[config.mk]
export PLATFORM = sky130hd
export DESIGN_NAME = seg_scan_driver
export DESIGN_NICKNAME = d
export VERILOG_FILES = /design/src/rtl/seg_scan_driver_pkg.sv /design/src/rtl/seg_scan_driver_hex_decode.sv /design/src/rtl/seg_scan_driver.sv
export SDC_FILE = /design/constraint.sdc
export NUM_CORES = 1
export LEC_CHECK = 0
export CORE_MARGIN = 5
export CORE_UTILIZATION = 33
export CTS_CLUSTER_SIZE = 8
export DETAILED_ROUTE_END_ITERATION = 16
export MAX_ROUTING_LAYER = met4
export PLACE_DENSITY_LB_ADDON = 0.12
export REMOVE_ABC_BUFFERS = 1
export SLEW_MARGIN = 10
export SYNTH_ARGS = -nofsm -noshare
export SYNTH_HDL_FRONTEND = slang
export SYNTH_HIERARCHICAL = 1
export SYNTH_SLANG_ARGS = --single-unit
[constraint.sdc]
create_clock -name clk -period 5.4 [get_ports clk]
set_clock_uncertainty 0.2 [all_clocks]
set_input_delay 1.08 -clock clk [delete_from_list [all_inputs] [get_ports clk]]
set_output_delay 1.08 -clock clk [all_outputs]
set_load 0.01 [all_outputs]
[src/rtl/seg_scan_driver_pkg.sv]
// Shared constants for the seven-segment scan driver: field widths and
// active-high segment patterns, bit order {g,f,e,d,c,b,a}.
package seg_scan_driver_pkg;

  localparam int unsigned NIB_W = 4;
  localparam int unsigned SEG_W = 7;
  localparam int unsigned PWM_W = 4;

  localparam logic [PWM_W-1:0] PWM_FULL = 4'hF;

  localparam logic [SEG_W-1:0] SEG_OFF = 7'h00;
  localparam logic [SEG_W-1:0] SEG_0   = 7'h3F;
  localparam logic [SEG_W-1:0] SEG_1   = 7'h06;
  localparam logic [SEG_W-1:0] SEG_2   = 7'h5B;
  localparam logic [SEG_W-1:0] SEG_3   = 7'h4F;
  localparam logic [SEG_W-1:0] SEG_4   = 7'h66;
  localparam logic [SEG_W-1:0] SEG_5   = 7'h6D;
  localparam logic [SEG_W-1:0] SEG_6   = 7'h7D;
  localparam logic [SEG_W-1:0] SEG_7   = 7'h07;
  localparam logic [SEG_W-1:0] SEG_8   = 7'h7F;
  localparam logic [SEG_W-1:0] SEG_9   = 7'h6F;
  localparam logic [SEG_W-1:0] SEG_A   = 7'h77;
  localparam logic [SEG_W-1:0] SEG_B   = 7'h7C;
  localparam logic [SEG_W-1:0] SEG_C   = 7'h39;
  localparam logic [SEG_W-1:0] SEG_D   = 7'h5E;
  localparam logic [SEG_W-1:0] SEG_E   = 7'h79;
  localparam logic [SEG_W-1:0] SEG_F   = 7'h71;

endpackage

[src/rtl/seg_scan_driver_hex_decode.sv]
// Combinational hex nibble to active-high seven-segment pattern.
module seg_scan_driver_hex_decode
  import seg_scan_driver_pkg::*;
(
  input  logic [NIB_W-1:0] nibble_i,
  output logic [SEG_W-1:0] seg_c_o
);

  // Pattern lookup; every code is covered, default keeps the block latch-free
  always_comb begin
    seg_c_o = SEG_OFF;
    case (nibble_i)
      4'h0: seg_c_o = SEG_0;
      4'h1: seg_c_o = SEG_1;
      4'h2: seg_c_o = SEG_2;
      4'h3: seg_c_o = SEG_3;
      4'h4: seg_c_o = SEG_4;
      4'h5: seg_c_o = SEG_5;
      4'h6: seg_c_o = SEG_6;
      4'h7: seg_c_o = SEG_7;
      4'h8: seg_c_o = SEG_8;
      4'h9: seg_c_o = SEG_9;
      4'hA: seg_c_o = SEG_A;
      4'hB: seg_c_o = SEG_B;
      4'hC: seg_c_o = SEG_C;
      4'hD: seg_c_o = SEG_D;
      4'hE: seg_c_o = SEG_E;
      4'hF: seg_c_o = SEG_F;
      default: seg_c_o = SEG_OFF;
    endcase
  end

endmodule

[src/rtl/seg_scan_driver.sv]
// Time-multiplexed N-digit seven-segment scan driver with tear-free frame
// updates, leading-zero blanking, per-digit decimal point and PWM dimming.
module seg_scan_driver
  import seg_scan_driver_pkg::*;
#(
  parameter int unsigned DIGITS      = 8,
  parameter int unsigned CLK_DIV     = 100000,
  parameter int unsigned GUARD       = 2,
  parameter bit          AN_ACT_LOW  = 1'b1,
  parameter bit          SEG_ACT_LOW = 1'b1
) (
  input  logic                  clk,
  input  logic                  rst_n,
  input  logic [4*DIGITS-1:0]   data,
  input  logic                  load,
  input  logic [DIGITS-1:0]     dp_in,
  input  logic                  blank_lz,
  input  logic [3:0]            brightness,
  output logic [DIGITS-1:0]     an,
  output logic [6:0]            seg,
  output logic                  dp,
  output logic                  frame_done
);

  localparam int unsigned PRESC_W = (CLK_DIV > 1) ? $clog2(CLK_DIV) : 1;
  localparam int unsigned IDX_W   = (DIGITS > 1) ? $clog2(DIGITS) : 1;

  localparam logic [PRESC_W-1:0] PRESC_LAST = PRESC_W'(CLK_DIV - 1);
  localparam logic [PRESC_W-1:0] PRESC_GRD  = PRESC_W'(GUARD);
  localparam logic [IDX_W-1:0]   IDX_LAST   = IDX_W'(DIGITS - 1);

  // XOR masks turning internal active-high values into pin levels
  localparam logic [DIGITS-1:0] AN_IDLE  = {DIGITS{AN_ACT_LOW}};
  localparam logic [SEG_W-1:0]  SEG_IDLE = {SEG_W{SEG_ACT_LOW}};

  logic [PRESC_W-1:0]             presc_q, presc_d;
  logic [IDX_W-1:0]               idx_q, idx_d;
  logic [PWM_W-1:0]               pwm_q, pwm_d;
  logic [DIGITS-1:0][NIB_W-1:0]   pend_q, pend_d;
  logic [DIGITS-1:0]              pdp_q, pdp_d;
  logic                           pend_v_q, pend_v_d;
  logic [DIGITS-1:0][NIB_W-1:0]   disp_q, disp_d;
  logic [DIGITS-1:0]              ddp_q, ddp_d;
  logic [DIGITS-1:0]              an_q, an_d;
  logic [SEG_W-1:0]               seg_q, seg_d;
  logic                           dp_q, dp_d;
  logic                           frame_done_q, frame_done_d;

  logic                           tick_c;
  logic                           wrap_c;
  logic                           lit_c;
  logic                           blank_c;
  logic [DIGITS-1:0]              nz_above_c;
  logic [DIGITS-1:0]              an_act_c;
  logic [SEG_W-1:0]               seg_dec_c;
  logic [SEG_W-1:0]               seg_on_c;

  // Slot timing: last prescaler count ends the slot, last digit's slot ends the frame
  always_comb begin
    tick_c = (presc_q == PRESC_LAST);
    wrap_c = tick_c && (idx_q == IDX_LAST);
  end

  // Prefix-OR from the top digit down: bit i set when any nibble i..DIGITS-1 is non-zero
  always_comb begin
    nz_above_c = '0;
    nz_above_c[DIGITS-1] = |disp_q[DIGITS-1];
    for (int i = int'(DIGITS) - 2; i >= 0; i--) begin
      nz_above_c[i] = nz_above_c[i+1] | (|disp_q[i]);
    end
  end

  seg_scan_driver_hex_decode u_hex_decode (
    .nibble_i (disp_q[idx_q]),
    .seg_c_o  (seg_dec_c)
  );

  // Digit gating: blanking, brightness PWM and the anti-ghosting guard window
  always_comb begin
    blank_c  = blank_lz && (idx_q != '0) && !nz_above_c[idx_q];
    seg_on_c = blank_c ? SEG_OFF : seg_dec_c;
    lit_c    = (brightness == PWM_FULL) || (pwm_q < brightness);
    an_act_c = '0;
    if (lit_c && (presc_q >= PRESC_GRD)) begin
      an_act_c = DIGITS'(1) << idx_q;
    end
  end

  // Next-state: counters, pending/display buffers (commit only at frame wrap), output regs
  always_comb begin
    presc_d      = tick_c ? '0 : presc_q + PRESC_W'(1);
    idx_d        = idx_q;
    pwm_d        = pwm_q + PWM_W'(1);
    pend_d       = pend_q;
    pdp_d        = pdp_q;
    pend_v_d     = pend_v_q;
    disp_d       = disp_q;
    ddp_d        = ddp_q;
    an_d         = an_act_c ^ AN_IDLE;
    seg_d        = seg_on_c ^ SEG_IDLE;
    dp_d         = ddp_q[idx_q] ^ SEG_ACT_LOW;
    frame_done_d = wrap_c;

    if (tick_c) begin
      idx_d = (idx_q == IDX_LAST) ? '0 : idx_q + IDX_W'(1);
    end

    if (wrap_c) begin
      // A load coinciding with the wrap goes straight to the display
      if (load) begin
        disp_d   = data;
        ddp_d    = dp_in;
        pend_v_d = 1'b0;
      end else if (pend_v_q) begin
        disp_d   = pend_q;
        ddp_d    = pdp_q;
        pend_v_d = 1'b0;
      end
    end else if (load) begin
      pend_d   = data;
      pdp_d    = dp_in;
      pend_v_d = 1'b1;
    end
  end

  // State and output registers
  always_ff @(posedge clk or negedge rst_n) begin
    if (!rst_n) begin
      presc_q      <= '0;
      idx_q        <= '0;
      pwm_q        <= '0;
      pend_q       <= '0;
      pdp_q        <= '0;
      pend_v_q     <= 1'b0;
      disp_q       <= '0;
      ddp_q        <= '0;
      an_q         <= AN_IDLE;
      seg_q        <= SEG_IDLE;
      dp_q         <= SEG_ACT_LOW;
      frame_done_q <= 1'b0;
    end else begin
      presc_q      <= presc_d;
      idx_q        <= idx_d;
      pwm_q        <= pwm_d;
      pend_q       <= pend_d;
      pdp_q        <= pdp_d;
      pend_v_q     <= pend_v_d;
      disp_q       <= disp_d;
      ddp_q        <= ddp_d;
      an_q         <= an_d;
      seg_q        <= seg_d;
      dp_q         <= dp_d;
      frame_done_q <= frame_done_d;
    end
  end

  assign an         = an_q;
  assign seg        = seg_q;
  assign dp         = dp_q;
  assign frame_done = frame_done_q;

endmodule
# Word-level counts from Yosys, hierarchy flattened
# Memory sizes are Yosys's and may differ from the RTL's.
# Index checks and enable logic that the tools add are counted.
[classes]
addsub = 3
n_lt_le_gt_ge = 3
n_eq_ne = 3
shift = 1
n_mux = 16
bitwise = 11
n_reduce_logical = 19
[ops]
columns = ["cell", "count"]
rows = [
  ["32-bit 2-to-1 mux", 2],
  ["4-bit OR reduction", 8],
  ["8-bit 2-to-1 mux", 3],
  ["17-bit by 1-bit adder with 17-bit output (second input constant)", 1],
  ["17-bit equality test (second input constant)", 1],
  ["17-bit by 2-bit greater-or-equal comparator with 1-bit output (second input constant)", 1],
  ["17-bit 2-to-1 mux", 1],
  ["4-bit binary-select mux with 3-bit select", 1],
  ["8-bit NOT", 1],
  ["1-bit by 3-bit << shifter with 8-bit output (first input constant)", 1],
  ["7-bit 2-to-1 mux", 1],
  ["7-bit NOT", 1],
  ["1-bit OR", 7],
  ["1-bit binary-select mux with 3-bit select", 2],
  ["4-bit by 1-bit adder with 4-bit output (second input constant)", 1],
  ["4-bit equality test (second input constant)", 1],
  ["1-bit logical AND", 4],
  ["3-bit by 4-bit < comparator with 1-bit output (second input constant)", 1],
  ["4-bit < comparator", 1],
  ["1-bit 2-to-1 mux", 4],
  ["4-bit 2-to-1 mux", 1],
  ["2-bit AND reduction", 2],
  ["2-bit nonzero test", 2],
  ["3-bit by 1-bit adder with 3-bit output (second input constant)", 1],
  ["6 further kinds", 7],
]
[word_totals]
register_bits = 122
romBits = 112
inputBits = 48
out_inout_bits = 17
elab_cells = 83
mem_count = 1
[mem_list]
columns = ["memory", "depth", "word_bits", "read_ports", "rd_clocked_by_memory_dff", "write_ports", "line_no", "rtl"]
rows = [
  ["(name not given)", 16, 7, 1, 0, 0, "seg_scan_driver_hex_decode.sv:12", "case (nibble_i)"],
]

# Longest topological paths before layout
# Gate-level depths: netlist (run 1).
[depth]
depth_word = 14
mapped_depth = 10
mapped_depth_nobuf = 8

# Modules after synthesis
# The synthesis (run 1) kept the hierarchy.
[modules_own_cells]
columns = ["mod", "instances", "cells_per_inst", "area_each_um2", "seq_area_each_um2"]
rows = [
  ["seg_scan_driver", 1, 429, 5821.8, 3072.9],
  ["seg_scan_driver_hex_decode", 1, 33, 287.8, 0.0],
]

# Worst setup path after synthesis (run 1)
# Ideal clock, no wire load.
[synth_path]
kind = "reg2reg"
from = "reg idx_q[0]"
to = "reg seg_q[3] (netlist: seg[3])"
setup_time_ns = 0.080
arrival_time_ns = 2.389
required_ns = 5.120
path_slack_ns = 2.731
stages_incl_launch_ff = 11
cell_sequence = "dfrtp_1 -> buf_2 -> buf_2 -> mux4_2 -> nand2_1 -> nand2_1 -> inv_1 -> ha_1 -> inv_1 -> mux4_1 -> o21ai_0"
[synth_rtl]
columns = ["item", "line_no", "rtl"]
rows = [
  ["start, declared", "seg_scan_driver.sv:37", "logic [IDX_W-1:0] idx_q, idx_d;"],
  ["start signal, assigned", "seg_scan_driver.sv:143", "idx_q <= idx_d;"],
  ["4-bit binary-select mux with 3-bit select", "seg_scan_driver.sv:74", ".nibble_i (disp_q[idx_q]),"],
  ["4-bit 2-to-1 mux (implied by the code)", "seg_scan_driver.sv:74", ""],
  ["memory 16 x 7 bit", "n/a", ""],
  ["via seg_dec_c[3]", "seg_scan_driver.sv:55", "logic [SEG_W-1:0] seg_dec_c;"],
  ["7-bit 2-to-1 mux", "seg_scan_driver.sv:81", "seg_on_c = blank_c ? SEG_OFF : seg_dec_c;"],
  ["7-bit NOT (no source line)", "n/a", ""],
  ["via seg_d[3]", "seg_scan_driver.sv:45", "logic [SEG_W-1:0] seg_q, seg_d;"],
  ["end signal, assigned", "seg_scan_driver.sv:151", "seg_q <= seg_d;"],
  ["end, declared", "seg_scan_driver.sv:45", ""],
]
# The timed path passes the listed nets, and every way through them passes these cells. The select of a mux whose other input is x is not followed.
# A chain may end at the register's enable or synchronous reset.

# Final worst setup path (run 1)
[layout_path]
from = "reg idx_q[1]"
to = "reg pend_q[5] (netlist name)"
[layout_via]
elab_chain_len = 4
[layout_lines]
columns = ["item", "line_no", "rtl"]
rows = [
  ["3-bit equality test", "seg_scan_driver.sv:61", "wrap_c = tick_c && (idx_q == IDX_LAST);"],
  ["1-bit logical AND", "seg_scan_driver.sv:61", ""],
  ["1-bit NOT (no source line)", "n/a", ""],
  ["2-bit AND reduction (no source line)", "n/a", ""],
  ["end signal, assigned", "seg_scan_driver.sv:145", "pend_q <= pend_d;"],
  ["end, declared", "seg_scan_driver.sv:39", "logic [DIGITS-1:0][NIB_W-1:0] pend_q, pend_d;"],
]
# Every way passes these cells.

==> impl_metrics.csv, run 1 <==
group,metric,value,unit
status,outcome,"finished, final reports clean",
final_layout,drive_gt1_share,35.0,%
setup_path,crit_type,"reg -> reg",
global_routing,antenna_found_initial,0,
route,drt_first_pass_iters,4,
setup_path,cp-end-kind,"register",
final_layout,num_antenna_cells,0,
placement,routabilityCongestion,0.785,
synthesis,synth_compound_area_share,4.10,%
floorplanning,initial_core_util,33.8,%
floorplanning,dieArea,21300,µm²
synthesis,yosysWarnings,6,
pwr,p_seq_share,40.6,%
synthesis,synth_ff_type,"dfrtp_1",
sta,max_slew_margin,36.5,%
global_routing,grt_use_total,13.0,%
synthesis,synth.largest_area_cell,"dfrtp_1",
route,drc,0,
worst_hold_path,worstHoldStart,"presc_q[0]$_DFF_PN0_",
clock_network,clkLatencyLatePin,410,ps
final_layout,multiInputGateArea,2830,µm²
worst_hold_path,hp-class,"reg -> reg",
placement,placed_area,6930,µm²
flow_run,maxCapViolCount,0,
final_layout,fin_nets,597,
clock_network,path_clk_slew,50,ps
route,wl_per_cell,16.5,µm
synthesis,synth_top_family_by_area,"multiplexers",
clock_network,postCtsResizedCells,0,
synthesis,yosysUniqueCellTypes,52,
synthesis,synthAdderAreaFrac,3.89,%
placement,place.port_buffers,64,
synthesis,synth_edf_count,0,
route,vias_per_cell,4.98,
clock_network,cts_sinks,122,
route,drtIter0Drc,183,
route,dr_wl_met2,6150,µm
final_layout,final_area,7590,µm²
setup_path,required,5500,ps
clock_network,postCtsSetupBuffers,0,
setup_path,slowest_stage,"o21ai_4",
sta,fmax,0.301,GHz
pwr,comb_power_share,8.1,%
floorplanning,die_y,146,µm
sta,post-route-min-period,3320,ps
sta,setup_viol,0,
setup_path,cp_num_buf_inv,1,
pwr,p_switching,494,µW
final_layout,seqCellArea,3070,µm²
synthesis,ys_seq_area_share,50.3,%
final_layout,layout_common_cells,"mux2_2 (120), dfrtp_1 (106), clkdlybuf4s50_1 (62)",
pwr,finalPower,2430,µW
route,ant_nets,0,
synthesis,synth.avg_cell_area,13.2,µm²
floorplanning,die_w,146,µm
clock_network,h-tree-depth,4,
setup_path,crit_path_start_kind,"register",
sta,min_period_over_period,61.5,%
synthesis,synthTopCellsByArea,"dfrtp_1 (43%), mux2_2 (22%), dfstp_2 (6.9%)",
floorplanning,fp.coreArea,18100,µm²
pwr,peakVddDrop,225,µV
placement,hpwl,9060,µm
synthesis,synthArstFlopShare,100,%
synthesis,synth.area.mux_share,27.8,%
synthesis,synth_xor_area_share,2.15,%
setup_path,critical_path.max_stage_delay,760,ps
final_layout,area_delta_synth_final,24.2,%
synthesis,synth-seq-cells,122,
clock_network,clockBufferDepth,2,
global_routing,grt_max_degree,48,
setup_path,path_cells,"ha_1, ha_1, nand4_4, o21ai_4, buf_4, mux2_2",
pwr,switching_share,20.3,%
sta,hold_viol_final,0,
route,vias,3845,
final_layout,stdcell_count,772,
sta,rsz0062_at_grt,"false",
sta,tns,0,ps
route,dr_wl_met3,378,µm
synthesis,synth-simple-area-share,8.31,%
global_routing,grt_pass1_wl,21500,µm
pwr,leakagePower,0.00324,µW
route,met1Wirelength,6060,µm
clock_network,cts-hold-fix-buffers,0,
route,wl,12800,µm
pwr,power.internal,1940,µW
global_routing,grt_pass1_vias,4180,
setup_path,worstSetupStartpoint,"idx_q[1]$_DFFE_PN0N_",
pwr,pwr_density_cell,320,nW/µm²
synthesis,netlist.area_leader.share,43.4,%
clock_network,cts_buffers,17,
setup_path,crit_fanout,26,
sta,slew_viol_final,0,
synthesis,syn-cell-area,6110,µm²
clock_network,root_buffer,"clkbuf_16",
global_routing,grt_remaining_overflow,0,
setup_path,r2r-start,"idx_q[1]$_DFFE_PN0N_",
route,highest_layer,"met4",
sta,worstMarginPinSlew,948,ps
final_layout,layout_commonest_cell,"mux2_2",
clock_network,cts_tree,"built",
placement,placed_cells,740,
setup_path,crit_top_cell,"ha_1",
floorplanning,io_pins,65,
final_layout,nFillCells,1684,
floorplanning,row_count,49,
setup_path,crit_family,"compound AO/OA/AOI/OAI gates",
synthesis,syn-instance-count,462,
setup_path,crit_arrival,3420,ps
pwr,clkPwrFrac,51.3,%
==> power groups by stage <==
stage / clock [µW] / combinational, µW / sequential (µW)
2_1_floorplan: 0 / 103 / 997
3_3_place_gp: 0 / 196 / 1000
3_5_place_dp: 0 / 200 / 1000
4_1_cts: 1290 / 201 / 987
5_1_grt: 1320 / 217 / 992
6_report: 1250 / 196 / 987
==> routing by layer <==
layer	GRT usage (%)	vias up
li1	-	1815
met1	16.4	1956
met2	20.2	56
met3	3.47	18
met4	4.61	0
met5	-	-
==> Yosys cell counts, types with 2 or more instances <==
cell / count
o211ai_1: 2
ha_1: 19
nor3_1: 5
or4_1: 4
and4_1: 3
clkbuf_1: 7
nor4_1: 5
nand2_1: 25
nand4_1: 7
or3_1: 2
mux4_2: 10
a21oi_1: 11
buf_2: 4
nand3_1: 6
dfrtp_1: 106
inv_1: 13
mux2i_1: 5
nor2_1: 13
dfstp_2: 16
and3_1: 2
mux2_1: 4
buf_6: 9
o21ai_0: 15
mux2_2: 120
and2_1: 4
nand2b_1: 5
nor2b_1: 2
xnor2_1: 7
xor2_1: 8
==> cell families (layout without fill, tap and decap cells) <==
logic type	count (synthesis)	count (layout)
compound gates	41	41
xor+xnor	15	15
flops	122	122
buf+inv	36	117
mux	140	140
simple gates	89	89
fa+ha+maj	19	19
==> layout make-up <==
class | count | area share [%]
flip-flops and latches | 122 | 40.5
multi-input cells | 304 | 37.3
repair buffers | 71 | 9.03
clock buffers | 26 | 6.97
well taps | 229 | 3.78
clock inverters | 6 | 1.71
inverters | 14 | 0.692
==> path summary, 6_finish.rpt <==
kind                                         endpoint  slack, ps  depth (start not counted)
worst max-delay path            pend_q[5]$_DFFE_PN0P_       2080                          6
worst min-delay path             presc_q[0]$_DFF_PN0_        270                          1
worst max register to register  pend_q[5]$_DFFE_PN0P_       2080                          6
worst min register to register   presc_q[0]$_DFF_PN0_        270                          1
max in group asynchronous        presc_q[5]$_DFF_PN0_       3510                          2
min in group asynchronous        ddp_q[7]$_DFFE_PN0P_        470                          1
==> flip-flops by register name (all words and copies together) (netlist names) <==
signal      count
pend_q         32
frame_done      1
an              8
idx_q           3
ddp_q           8
seg             7
dp              1
pwm_q           4
disp_q         32
pend_v_q        1
presc_q        17
pdp_q           8
==> metrics by stage <==
stage / setup WS, ps / hold WS (ps) / utilization (%)
floorplan: 2160 / 235 / -
global placement: 2080 / 265 / 38.3
detailed placement: 1960 / 270 / 38.3
CTS: 1950 / 281 / 42.0
global route: 1800 / 298 / 42.0
finish: 2080 / 272 / 42.0
Power figures use the tool's default switching activity.
==> run 2: changes to the inputs <==
Clock period 5.4 ns to 2.8 ns, I/O delays scaled along.
==> impl_metrics.csv, run 2 (same netlist as run 1, synthesis figures left out) <==
group,metric,value,unit
setup_path,path_cells,"buf_4, mux4_2, nand2_1, nand2_1, inv_1, ha_1, inv_1, mux4_1, o21ai_0",
clock_network,clkLatencyLatePin,420,ps
sta,hold_viol_final,0,
route,ant_nets,0,
setup_path,reg2reg_setup_slack,180,ps
setup_path,crit_path_start_kind,"register",
clock_network,h-tree-depth,4,
final_layout,fin_nets,607,
final_layout,area_delta_synth_final,24.5,%
floorplanning,io_pins,65,
sta,rsz0062_at_grt,"false",
setup_path,required,2930,ps
final_layout,layout_common_cells,"mux2_2 (120), dfrtp_1 (106), clkdlybuf4s50_1 (62)",
final_layout,num_antenna_cells,0,
final_layout,drive_gt1_share,36.0,%
global_routing,grt_pass1_wl,21600,µm
worst_hold_path,worstHoldStart,"pwm_q[0]$_DFF_PN0_",
floorplanning,initial_core_util,33.8,%
setup_path,crit_type,"reg -> reg",
floorplanning,die_y,146,µm
pwr,leakagePower,0.00325,µW
clock_network,cts_buffers,17,
clock_network,clockBufferDepth,2,
pwr,pwr_density_cell,579,nW/µm²
final_layout,layout_commonest_cell,"mux2_2",
floorplanning,dieArea,21300,µm²
final_layout,reg_top3,"disp_q x32, pend_q x32, presc_q x17",
setup_path,r2r-start,"idx_q[0]$_DFFE_PN0N_",
clock_network,root_buffer,"clkbuf_16",
setup_path,crit_fanout,8,
setup_path,crit_arrival,2750,ps
clock_network,cts_tree,"built",
flow_run,maxCapViolCount,0,
sta,min_period_over_period,93.7,%
placement,place_worst_setup_slack,191,ps
global_routing,grt_use_total,13.1,%
final_layout,final_area,7600,µm²
floorplanning,row_count,49,
global_routing,grt_max_degree,49,
placement,place.port_buffers,64,
worst_hold_path,hp-class,"reg -> reg",
sta,max_slew_margin,56.1,%
setup_path,crit_family,"multiplexers",
route,drc,0,
final_layout,stdcell_count,782,
setup_path,reg2reg_to,"seg[3]$_DFF_PN1_",
global_routing,antenna_found_initial,0,
placement,hpwl,9300,µm
sta,tns,0,ps
sta,post-route-min-period,2620,ps
status,outcome,"finished, final reports clean",
clock_network,cts_sinks,122,
placement,placed_cells,749,
sta,fmax,0.381,GHz
setup_path,cp_num_buf_inv,3,
route,wl,12700,µm
route,vias_per_cell,4.90,
placement,placed_area,7020,µm²
route,drt_first_pass_iters,4,
clock_network,postCtsResizedCells,0,
placement,routabilityCongestion,0.802,
setup_path,worstSetupStartpoint,"idx_q[0]$_DFFE_PN0N_",
sta,setup_viol,0,
pwr,peakVddDrop,403,µV
clock_network,postCtsSetupBuffers,0,
floorplanning,die_w,146,µm
global_routing,grt_pass1_vias,4105,
setup_path,slowest_stage,"mux4_2",
sta,finalWorstSetupSlack,177,ps
setup_path,critical_path.max_stage_delay,510,ps
route,vias,3829,
worst_hold_path,whs_path_depth,1,
route,drtIter0Drc,220,
setup_path,worstRegToRegCells,9,
worst_hold_path,hold_path_end,"pwm_q[0]$_DFF_PN0_",
global_routing,grt_remaining_overflow,0,
setup_path,cp-end-kind,"register",
sta,slew_viol_final,0,
route,wl_per_cell,16.3,µm
sta,worstMarginPinSlew,659,ps
clock_network,path_clk_slew,60,ps
final_layout,nFillCells,1676,
floorplanning,fp.coreArea,18100,µm²
==> run 2: cell count changes in the layout (fill, tap and decap cells not counted), sizes merged <==
cell | previous run | this run
buf | 9 | 18
clkbuf | 26 | 20
clkinv | 3 | 8
clkinvlp | 0 | 3
bufinv | 4 | 2
dlygate4sd3 | 0 | 1
==> run 2: through the flow <==
step	hold WS (ps)	power [µW]	utilization, %
3_5_place_dp	271	2320	38.8
6_report	275	4400	42.0
2_1_floorplan	64.4	2120	-
4_1_cts	280	4480	42.0
5_1_grt	304	4600	42.0
3_3_place_gp	262	2320	38.8
==> run 2: final cells by class <==
cell class	count	area, µm²	share of cell area [%]
Clock buffer	20	447	5.87
Multi-Input combinational cell	304	2830	37.2
Sequential cell	122	3070	40.4
Clock inverter	12	125	1.65
Timing Repair Buffer	81	788	10.4
Inverter	14	52.6	0.691
Tap cell	229	287	3.77
==> run 2: repair_timing <==
| action | 4_1_cts | 5_1_grt |
|---|---|---|
| hold buffers | 1 | 0 |
| hold endpoints to repair | 38 | 0 |
| endpoints found under the setup margin | 0 | 0 |
==> run 2: power breakdown <==
part	switching [µW]	total (µW)	internal, µW	leakage, µW
sequential	45.1	1900	1860	0.00151
combinational	155	384	229	0.00146
clock	791	2120	1320	0.000276
==> run 2: worst max-delay path by stage <==
stage / to / slack, ps / depth (start not counted)
2_1_floorplan: pdp_q[0]$_DFFE_PN0P_ / -440 / 5
3_3_place_gp: pend_q[28]$_DFFE_PN0P_ / 280 / 5
3_5_place_dp: seg[3]$_DFF_PN1_ / 190 / 9
4_1_cts: seg[3]$_DFF_PN1_ / 170 / 9
5_1_grt: seg[3]$_DFF_PN1_ / 5 / 9
6_report: seg[3]$_DFF_PN1_ / 180 / 9
==> run 2: metal layers <==
metal / wire length [µm] / vias up / global-route usage [%]
met5: 0 / - / -
met4: 125 / 0 / 4.80
met3: 415 / 8 / 3.75
met2: 6250 / 55 / 20.2
met1: 5920 / 1932 / 16.5
li1: - / 1834 / -
==> run 3: changes to the inputs <==
Settings changed: MAX_ROUTING_LAYER met4 to not set.
==> impl_metrics.csv, run 3 (same netlist as run 1, synthesis figures left out) <==
group,metric,value,unit
route,vias,3839,
worst_hold_path,hp-class,"reg -> reg",
final_layout,num_antenna_cells,0,
sta,slew_viol_final,0,
clock_network,cts-hold-fix-buffers,1,
route,drc,0,
placement,place.port_buffers,64,
final_layout,fin_nets,607,
flow_run,maxCapViolCount,0,
floorplanning,row_count,49,
setup_path,worstRegToRegCells,9,
pwr,leakagePower,0.00325,µW
final_layout,drive_gt1_share,36.0,%
route,vias_per_cell,4.91,
sta,hold_viol_final,0,
global_routing,use_met2,20.2,%
final_layout,reg_top3,"disp_q x32, pend_q x32, presc_q x17",
floorplanning,die_w,146,µm
floorplanning,die_y,146,µm
setup_path,cp-end-kind,"register",
pwr,pwr_density_cell,579,nW/µm²
sta,worstMarginPinSlew,668,ps
worst_hold_path,whs_path_depth,1,
setup_path,critical_path.max_stage_delay,510,ps
setup_path,required,2920,ps
pwr,comb_power_share,8.7,%
global_routing,grt_remaining_overflow,0,
global_routing,grt_use_met3,3.90,%
setup_path,crit_type,"reg -> reg",
setup_path,reg2reg_to,"seg[3]$_DFF_PN1_",
clock_network,postCtsResizedCells,0,
sta,rsz0062_at_grt,"false",
clock_network,clkLatencyLatePin,420,ps
pwr,switching_share,22.5,%
global_routing,grt_pass1_vias,4103,
final_layout,nFillCells,1676,
route,ant_nets,0,
route,drtIter0Drc,233,
setup_path,r2r-start,"idx_q[0]$_DFFE_PN0N_",
final_layout,layout_common_cells,"mux2_2 (120), dfrtp_1 (106), clkdlybuf4s50_1 (62)",
status,outcome,"finished, final reports clean",
route,wl,12700,µm
clock_network,cts_buffers,17,
final_layout,area_delta_synth_final,24.5,%
final_layout,stdcell_count,782,
final_layout,seqCellArea,3070,µm²
pwr,peakVddDrop,401,µV
clock_network,cts_sinks,122,
floorplanning,initial_core_util,33.8,%
global_routing,antenna_found_initial,0,
global_routing,grt_use_met1,16.5,%
setup_path,crit_fanout,8,
clock_network,cts_tree,"built",
setup_path,path_cells,"buf_4, mux4_2, nand2_1, nand2_1, inv_1, ha_1, inv_1, mux4_1, o21ai_0",
placement,placed_cells,749,
final_layout,multiInputGateArea,2830,µm²
floorplanning,io_pins,65,
worst_hold_path,worstHoldStart,"pwm_q[0]$_DFF_PN0_",
clock_network,h-tree-depth,4,
setup_path,reg2reg_setup_slack,180,ps
placement,routabilityCongestion,0.791,
sta,min_period_over_period,93.7,%
sta,hold_ws,275,ps
global_routing,grt_max_degree,49,
sta,fmax,0.381,GHz
clock_network,postCtsSetupBuffers,0,
setup_path,slowest_stage,"mux4_2",
sta,post-route-min-period,2620,ps
worst_hold_path,hold_path_end,"pwm_q[0]$_DFF_PN0_",
clock_network,path_clk_slew,60,ps
pwr,power.internal,3410,µW
placement,hpwl,9300,µm
sta,max_slew_margin,55.5,%
final_layout,layout_commonest_cell,"mux2_2",
clock_network,clockBufferDepth,2,
setup_path,crit_path_start_kind,"register",
sta,setup_viol,0,
setup_path,crit_arrival,2750,ps
pwr,clkPwrFrac,48.0,%
global_routing,grt_use_total,12.7,%
global_routing,top_usage_layer,"met2",
floorplanning,dieArea,21300,µm²
route,drt_first_pass_iters,4,
pwr,p_seq_share,43.2,%
pwr,p_switching,991,µW
clock_network,root_buffer,"clkbuf_16",
route,wl_per_cell,16.3,µm
floorplanning,fp.coreArea,18100,µm²
global_routing,grt_pass1_wl,21600,µm
==> run 3: power by group through the flow <==
| stage | Sequential, µW | Combinational, µW | Clock [µW] |
|---|---|---|---|
| 2_1_floorplan | 1920 | 198 | 0 |
| 3_3_place_gp | 1930 | 384 | 0 |
| 3_5_place_dp | 1930 | 390 | 0 |
| 4_1_cts | 1900 | 394 | 2180 |
| 5_1_grt | 1910 | 426 | 2260 |
| 6_report | 1900 | 384 | 2120 |
==> run 3: worst max path at each step <==
stage	start	to	slack (ps)	depth (start not counted)
2_1_floorplan	idx_q[0]$_DFFE_PN0N_	pdp_q[0]$_DFFE_PN0P_	-440	5
3_3_place_gp	presc_q[12]$_DFF_PN0_	pend_q[28]$_DFFE_PN0P_	280	5
3_5_place_dp	idx_q[0]$_DFFE_PN0N_	seg[3]$_DFF_PN1_	190	9
4_1_cts	idx_q[0]$_DFFE_PN0N_	seg[3]$_DFF_PN1_	170	9
5_1_grt	idx_q[0]$_DFFE_PN0N_	seg[3]$_DFF_PN1_	2	9
6_report	idx_q[0]$_DFFE_PN0N_	seg[3]$_DFF_PN1_	180	9
==> run 3: per-layer routing <==
layer  wire [µm]  up-vias
met1        5930     1937
met5           0        -
met2        6200       58
met3         473        9
met4         136        0
li1            -     1835
==> run 3: cell type report <==
| type | count | area share [%] |
|---|---|---|
| clock buffer | 20 | 5.87 |
| clock inverter | 12 | 1.65 |
| inverter | 14 | 0.691 |
| multi-input combinational | 304 | 37.2 |
| sequential | 122 | 40.4 |
| tap | 229 | 3.77 |
| timing repair buffer | 81 | 10.4 |
==> run 3: critical path, delay by kind of cell, from the launching register on <==
kind                     cells  cell delay (ps)
flip-flops                   1              340
AO/OA/AOI/OAI                1              100
buffers and inverters        3              400
AND/OR/NAND/NOR              2              230
multiplexers                 2             1000
adder cells (fa/ha/maj)      1              260
==> run 3: stage by stage <==
stage | setup TNS, ps | util, % | power, µW | instance area, µm² | setup WS (ps)
after floorplan | -32360 | - | 2120 | 5950 | -437
after global placement | 0 | 38.8 | 2320 | 7020 | 279
after detailed placement | 0 | 38.8 | 2320 | 7020 | 191
after CTS | 0 | 42.0 | 4480 | 7600 | 165
after global routing | 0 | 42.0 | 4600 | 7600 | 2.49
final | 0 | 42.0 | 4400 | 7600 | 177
